===== src/rtl/cache_fill_fsm.sv =====
// Refills one 8-word line of the 64-line direct-mapped cache from main memory on a miss.
// Latency: 8 back-to-back reads issued from the cycle after the miss; the tag is written the cycle after the 8th word returns.
// No backpressure: every returning word is written the cycle it arrives; misses are ignored while a fill is in progress.
module cache_fill_fsm (
    input  logic        clk,
    input  logic        rst_n,
    input  logic        miss_detected,
    input  logic [15:0] miss_address,
    input  logic        memory_data_valid,
    input  logic [15:0] memory_data,
    output logic        fsm_busy,
    output logic        mem_en,
    output logic [15:0] memory_address,
    output logic        data_write,
    output logic [63:0] data_block_enable,
    output logic [7:0]  data_word_enable,
    output logic [15:0] data_in,
    output logic        tag_write,
    output logic [63:0] tag_block_enable,
    output logic [7:0]  tag_data,
    output logic        fill_done
);

    typedef enum logic [1:0] {
        IDLE = 2'd0,
        FILL = 2'd1,
        TAG  = 2'd2
    } state_t;

    state_t      state, state_nxt;
    logic [11:0] base, base_nxt;        // line address: {tag[5:0], index[5:0]}
    logic [3:0]  issue_cnt, issue_nxt;  // words requested so far, 0..8
    logic [3:0]  recv_cnt, recv_nxt;    // words written so far, 0..8
    logic [63:0] line_sel;

    // Byte offset within a word is never needed; the word offset is regenerated by issue_cnt.
    logic unused_addr_bits;
    assign unused_addr_bits = &{1'b0, miss_address[3:0]};

    // One-hot line select shared by the data and tag arrays.
    assign line_sel = 64'd1 << base[5:0];

    // State, line address and word counters; reset aborts any fill in flight.
    always_ff @(posedge clk or negedge rst_n) begin
        if (!rst_n) begin
            state     <= IDLE;
            base      <= '0;
            issue_cnt <= '0;
            recv_cnt  <= '0;
        end else begin
            state     <= state_nxt;
            base      <= base_nxt;
            issue_cnt <= issue_nxt;
            recv_cnt  <= recv_nxt;
        end
    end

    // Next state plus all array/memory strobes; everything idles at zero when not writing.
    always_comb begin
        state_nxt         = state;
        base_nxt          = base;
        issue_nxt         = issue_cnt;
        recv_nxt          = recv_cnt;
        fsm_busy          = 1'b0;
        mem_en            = 1'b0;
        memory_address    = '0;
        data_write        = 1'b0;
        data_block_enable = '0;
        data_word_enable  = '0;
        data_in           = '0;
        tag_write         = 1'b0;
        tag_block_enable  = '0;
        tag_data          = '0;
        fill_done         = 1'b0;

        case (state)
            IDLE: begin
                if (miss_detected) begin
                    base_nxt  = miss_address[15:4];
                    issue_nxt = '0;
                    recv_nxt  = '0;
                    state_nxt = FILL;
                end
            end
            FILL: begin
                fsm_busy = 1'b1;
                // Requests and returns advance independently; a word may return while later ones are still being issued.
                if (issue_cnt < 4'd8) begin
                    mem_en         = 1'b1;
                    memory_address = {base, issue_cnt[2:0], 1'b0};
                    issue_nxt      = issue_cnt + 4'd1;
                end
                if (memory_data_valid && (recv_cnt < 4'd8)) begin
                    data_write        = 1'b1;
                    data_block_enable = line_sel;
                    data_word_enable  = 8'd1 << recv_cnt[2:0];
                    data_in           = memory_data;
                    recv_nxt          = recv_cnt + 4'd1;
                    if (recv_cnt == 4'd7) begin
                        state_nxt = TAG;
                    end
                end
            end
            TAG: begin
                fsm_busy         = 1'b1;
                tag_write        = 1'b1;
                tag_block_enable = line_sel;
                tag_data         = {1'b1, 1'b0, base[11:6]};
                fill_done        = 1'b1;
                state_nxt        = IDLE;
            end
            default: begin
                state_nxt = IDLE;
            end
        endcase
    end

endmodule

===== config.mk =====
export PLATFORM = sky130hd
export DESIGN_NAME = cache_fill_fsm
export DESIGN_NICKNAME = d
export VERILOG_FILES = /design/src/rtl/cache_fill_fsm.sv
export SDC_FILE = /design/constraint.sdc
export NUM_CORES = 1
export LEC_CHECK = 0
export CAP_MARGIN = 15
export CORE_ASPECT_RATIO = 0.7
export CORE_MARGIN = 5
export CORE_UTILIZATION = 31
export DETAILED_ROUTE_END_ITERATION = 7
export GPL_TIMING_DRIVEN = 0
export PLACE_DENSITY_LB_ADDON = 0.3
export SLEW_MARGIN = 20
export SYNTH_ARGS = -nofsm -noshare
export SYNTH_HDL_FRONTEND = slang
export SYNTH_SLANG_ARGS = --single-unit

===== constraint.sdc =====
create_clock -name clk -period 5.1 [get_ports clk]
set_input_delay 1.02 -clock clk [delete_from_list [all_inputs] [get_ports clk]]
set_output_delay 1.02 -clock clk [all_outputs]
set_load 0.01 [all_outputs]

==> summary.txt <==
slew at the pin with the worst max-slew slack = 0.4811 ns
CTS tree = done
adder-cell share of the synthesized area = 6.041%
chip height = 81.73 µm
Ys Warns = 0
Final Power = 1.506 mW
commonest non-fill, non-tap cell in the layout = clkdlybuf4s50_1
DR vias/cell = 4.692
reg-to-reg setup timing slack = 3.40 ns
most frequent cells in the layout = clkdlybuf4s50_1, nor2_1, and2_1
Tot GR Track Use = 21.70%
slowest CP cell = clkdlybuf4s50_1
# rows = 26
HP Class = flip-flop to flip-flop
Port-buffer cells = 210
CTS clk-pin slew, worst paths = 0.09 ns
initial core utilization = 31.55%
register area share after synthesis = 24.16%
largest net degree at the start of global routing = 23
Syn Inst Count = 349
number of max-cap violations = 0
RePlAce Congestion = 0.8312
Starting DRT DRC Count = 180
unrepaired setup endpoints after global routing = false
vias in the first global route = 3017
via count = 3106
Worst path top cell family by delay = buffers and inverters
f_max = 239.2 MHz
Synth Area in Compound Gates = 4.338%
Cell Count, Final, Fillers Out = 662
Slew HR = 67.01%
minimum clock period = 4.180 ns
CTS root buffer = clkbuf_8
CTS max path bufs = 2
layout cells sized above 1 = 5.319%
reg-to-reg endpoint = base[8]$_DFFE_PN0P_
Cell variety after synth = 32
post-synthesis mux area share = 6.864%
Leakage = 1.650 nW
# DRC = 0
top_reg_cell synth = dfrtp_1
Slew Viols, Final = 0
I/O pin cnt = 217
Tcrit/Tclk final = 81.96%
total global routing overflow = 0
nets = 612
initial antenna violation count = 0
crit-path cells = clkdlybuf4s50_1 -> nand3b_1 -> inv_1 -> nand3b_1 -> buf_2 -> nor2_1 -> clkdlybuf4s50_1
critical path peak fanout = 10
Synth Area in Simple Gates = 51.73%
wire per inst = 16.04 µm
Worst EP required = 4.08 ns
Antenna Nets Post-Route = 0
number of synthesized register bits = 22
Synth Area per Inst = 6.528 µm²
ant diodes = 0
Post-synth ARST share = 100.0%
slowest stage delay, CP = 0.57 ns
Buf+Inv Stages, Crit Path = 4
status = finished, final reports clean
hold buffers post-CTS = 0
final hold viol count = 0
critical path data arrival time = 3.16 ns
Levels on crit path = 7
final WL = 10620 µm
Cell Pwr Density = 329.3 nW/µm²
Core Region = 7222 µm²
dpl hpwl = 8979 µm
Mapped Area = 2278 µm²
die area = 9192 µm²
DR pass1 iterations = 5
number of synthesized flops with an enable pin = 0
Sink Count = 22
worst setup path end = data_block_enable[40]
largest family of logic cells by synthesized area = simple AND/OR/NAND/NOR gates
Setup Skew = 0.01046 ns
post-cts sizing count = 0
r2r worst-path depth = 5
CP startpoint = memory_data_valid
# setup viols final = 0
Worst setup SP type = input pin
Worst-Skew Late Latency = 0.26 ns
Setup WS post-layout = 0.9201 ns
Area growth syn-to-layout = 100.7%
XOR/XNOR share of the synthesized area = 0%
Cells after DPL = 658
Worst Hold Slack = 0.5249 ns
Clock H-tree levels = 1
Worst Setup Path Type = input pin to output port
overall die width = 112.5 µm
setup TNS = 0 ns
worst vdd ir = 0.3267 mV
reg2reg start = state[1]$_DFFE_PN0P_
Setup Buffers After CTS = 0
pre-CTS setup slack = 0.9017 ns
clock buffer count from CTS = 3
CP Capture Type = output port
first-pass GRT wire length = 16350 µm
[where the power goes]
group / switching [mW] / internal, mW / leakage (nW)
sequential: 0.0760 / 0.252 / 0.271
clock: 0.0575 / 0.105 / 0.0357
combinational: 0.567 / 0.449 / 1.34
total: 0.700 / 0.806 / 1.65
[how the worst min path moves through the flow]
stage	end	from	slack, ns	depth (start not counted)
finish	base[6]$_DFFE_PN0P_	base[6]$_DFFE_PN0P_	0.52	1
global route	base[6]$_DFFE_PN0P_	base[6]$_DFFE_PN0P_	0.55	1
CTS	base[9]$_DFFE_PN0P_	base[9]$_DFFE_PN0P_	0.53	1
detailed placement	base[6]$_DFFE_PN0P_	base[6]$_DFFE_PN0P_	0.51	1
global placement	base[10]$_DFFE_PN0P_	base[10]$_DFFE_PN0P_	0.50	1
floorplan	base[9]$_DFFE_PN0P_	base[9]$_DFFE_PN0P_	0.49	1
[layout make-up]
cell class | count | area (µm²)
flip-flops and latches | 22 | 550.5
inverters | 7 | 26.28
clock inverters | 1 | 30.03
well taps | 98 | 122.6
multi-input cells | 293 | 1579
plain buffers | 28 | 126.4
fillers | 646 | 2649
clock buffers | 3 | 41.29
repair buffers | 210 | 2097
[kinds of logic (layout without fill, tap and decap cells)]
| family | Yosys count | after routing |
|---|---|---|
| flops | 22 | 22 |
| compound gates | 15 | 15 |
| simple gates | 251 | 251 |
| mux | 14 | 14 |
| buf+inv | 35 | 249 |
| fa+ha+maj | 11 | 11 |
| other cells | 1 | 2 |
[routing by layer]
metal	part of all wire [%]	track usage [%]	wire [µm]	vias up
met3	7.4	5.817	788	14
met5	0	0	0	-
met2	48	36.56	5059	119
met1	43	28.23	4606	1438
met4	1.5	4.562	163	0
li1	-	-	-	1535
[state kept, by name (all words and copies together) (netlist names)]
name and cells:
base 12, state 2, recv_cnt 4, issue_cnt 4
[per-stage QoR]
stage,instance area (µm²),util [%]
floorplan,2282,-
global placement,4507,62.40
detailed placement,4507,62.40
CTS,4578,63.39
global route,4573,63.32
finish,4573,63.32
[cell usage after synthesis (2+ instances only)]
cell	instances	area share, %
buf_2	5	1.1
and3_1	6	1.6
mux2_2	13	6.4
ha_1	11	6.0
nor2_1	129	21
nand2_1	27	4.4
o21ai_0	6	1.3
nand3_1	15	3.3
nand3b_1	5	1.6
and2_1	41	11
nor2b_1	10	2.7
buf_4	4	1.3
nand4_1	3	0.82
nor3_1	4	0.88
nand2b_1	4	1.1
o311ai_0	3	1.2
clkbuf_1	18	3.0
dfrtp_1	22	24
a21oi_1	2	0.44
inv_1	7	1.2
or3_1	3	0.82
Power figures use the tool's default switching activity.
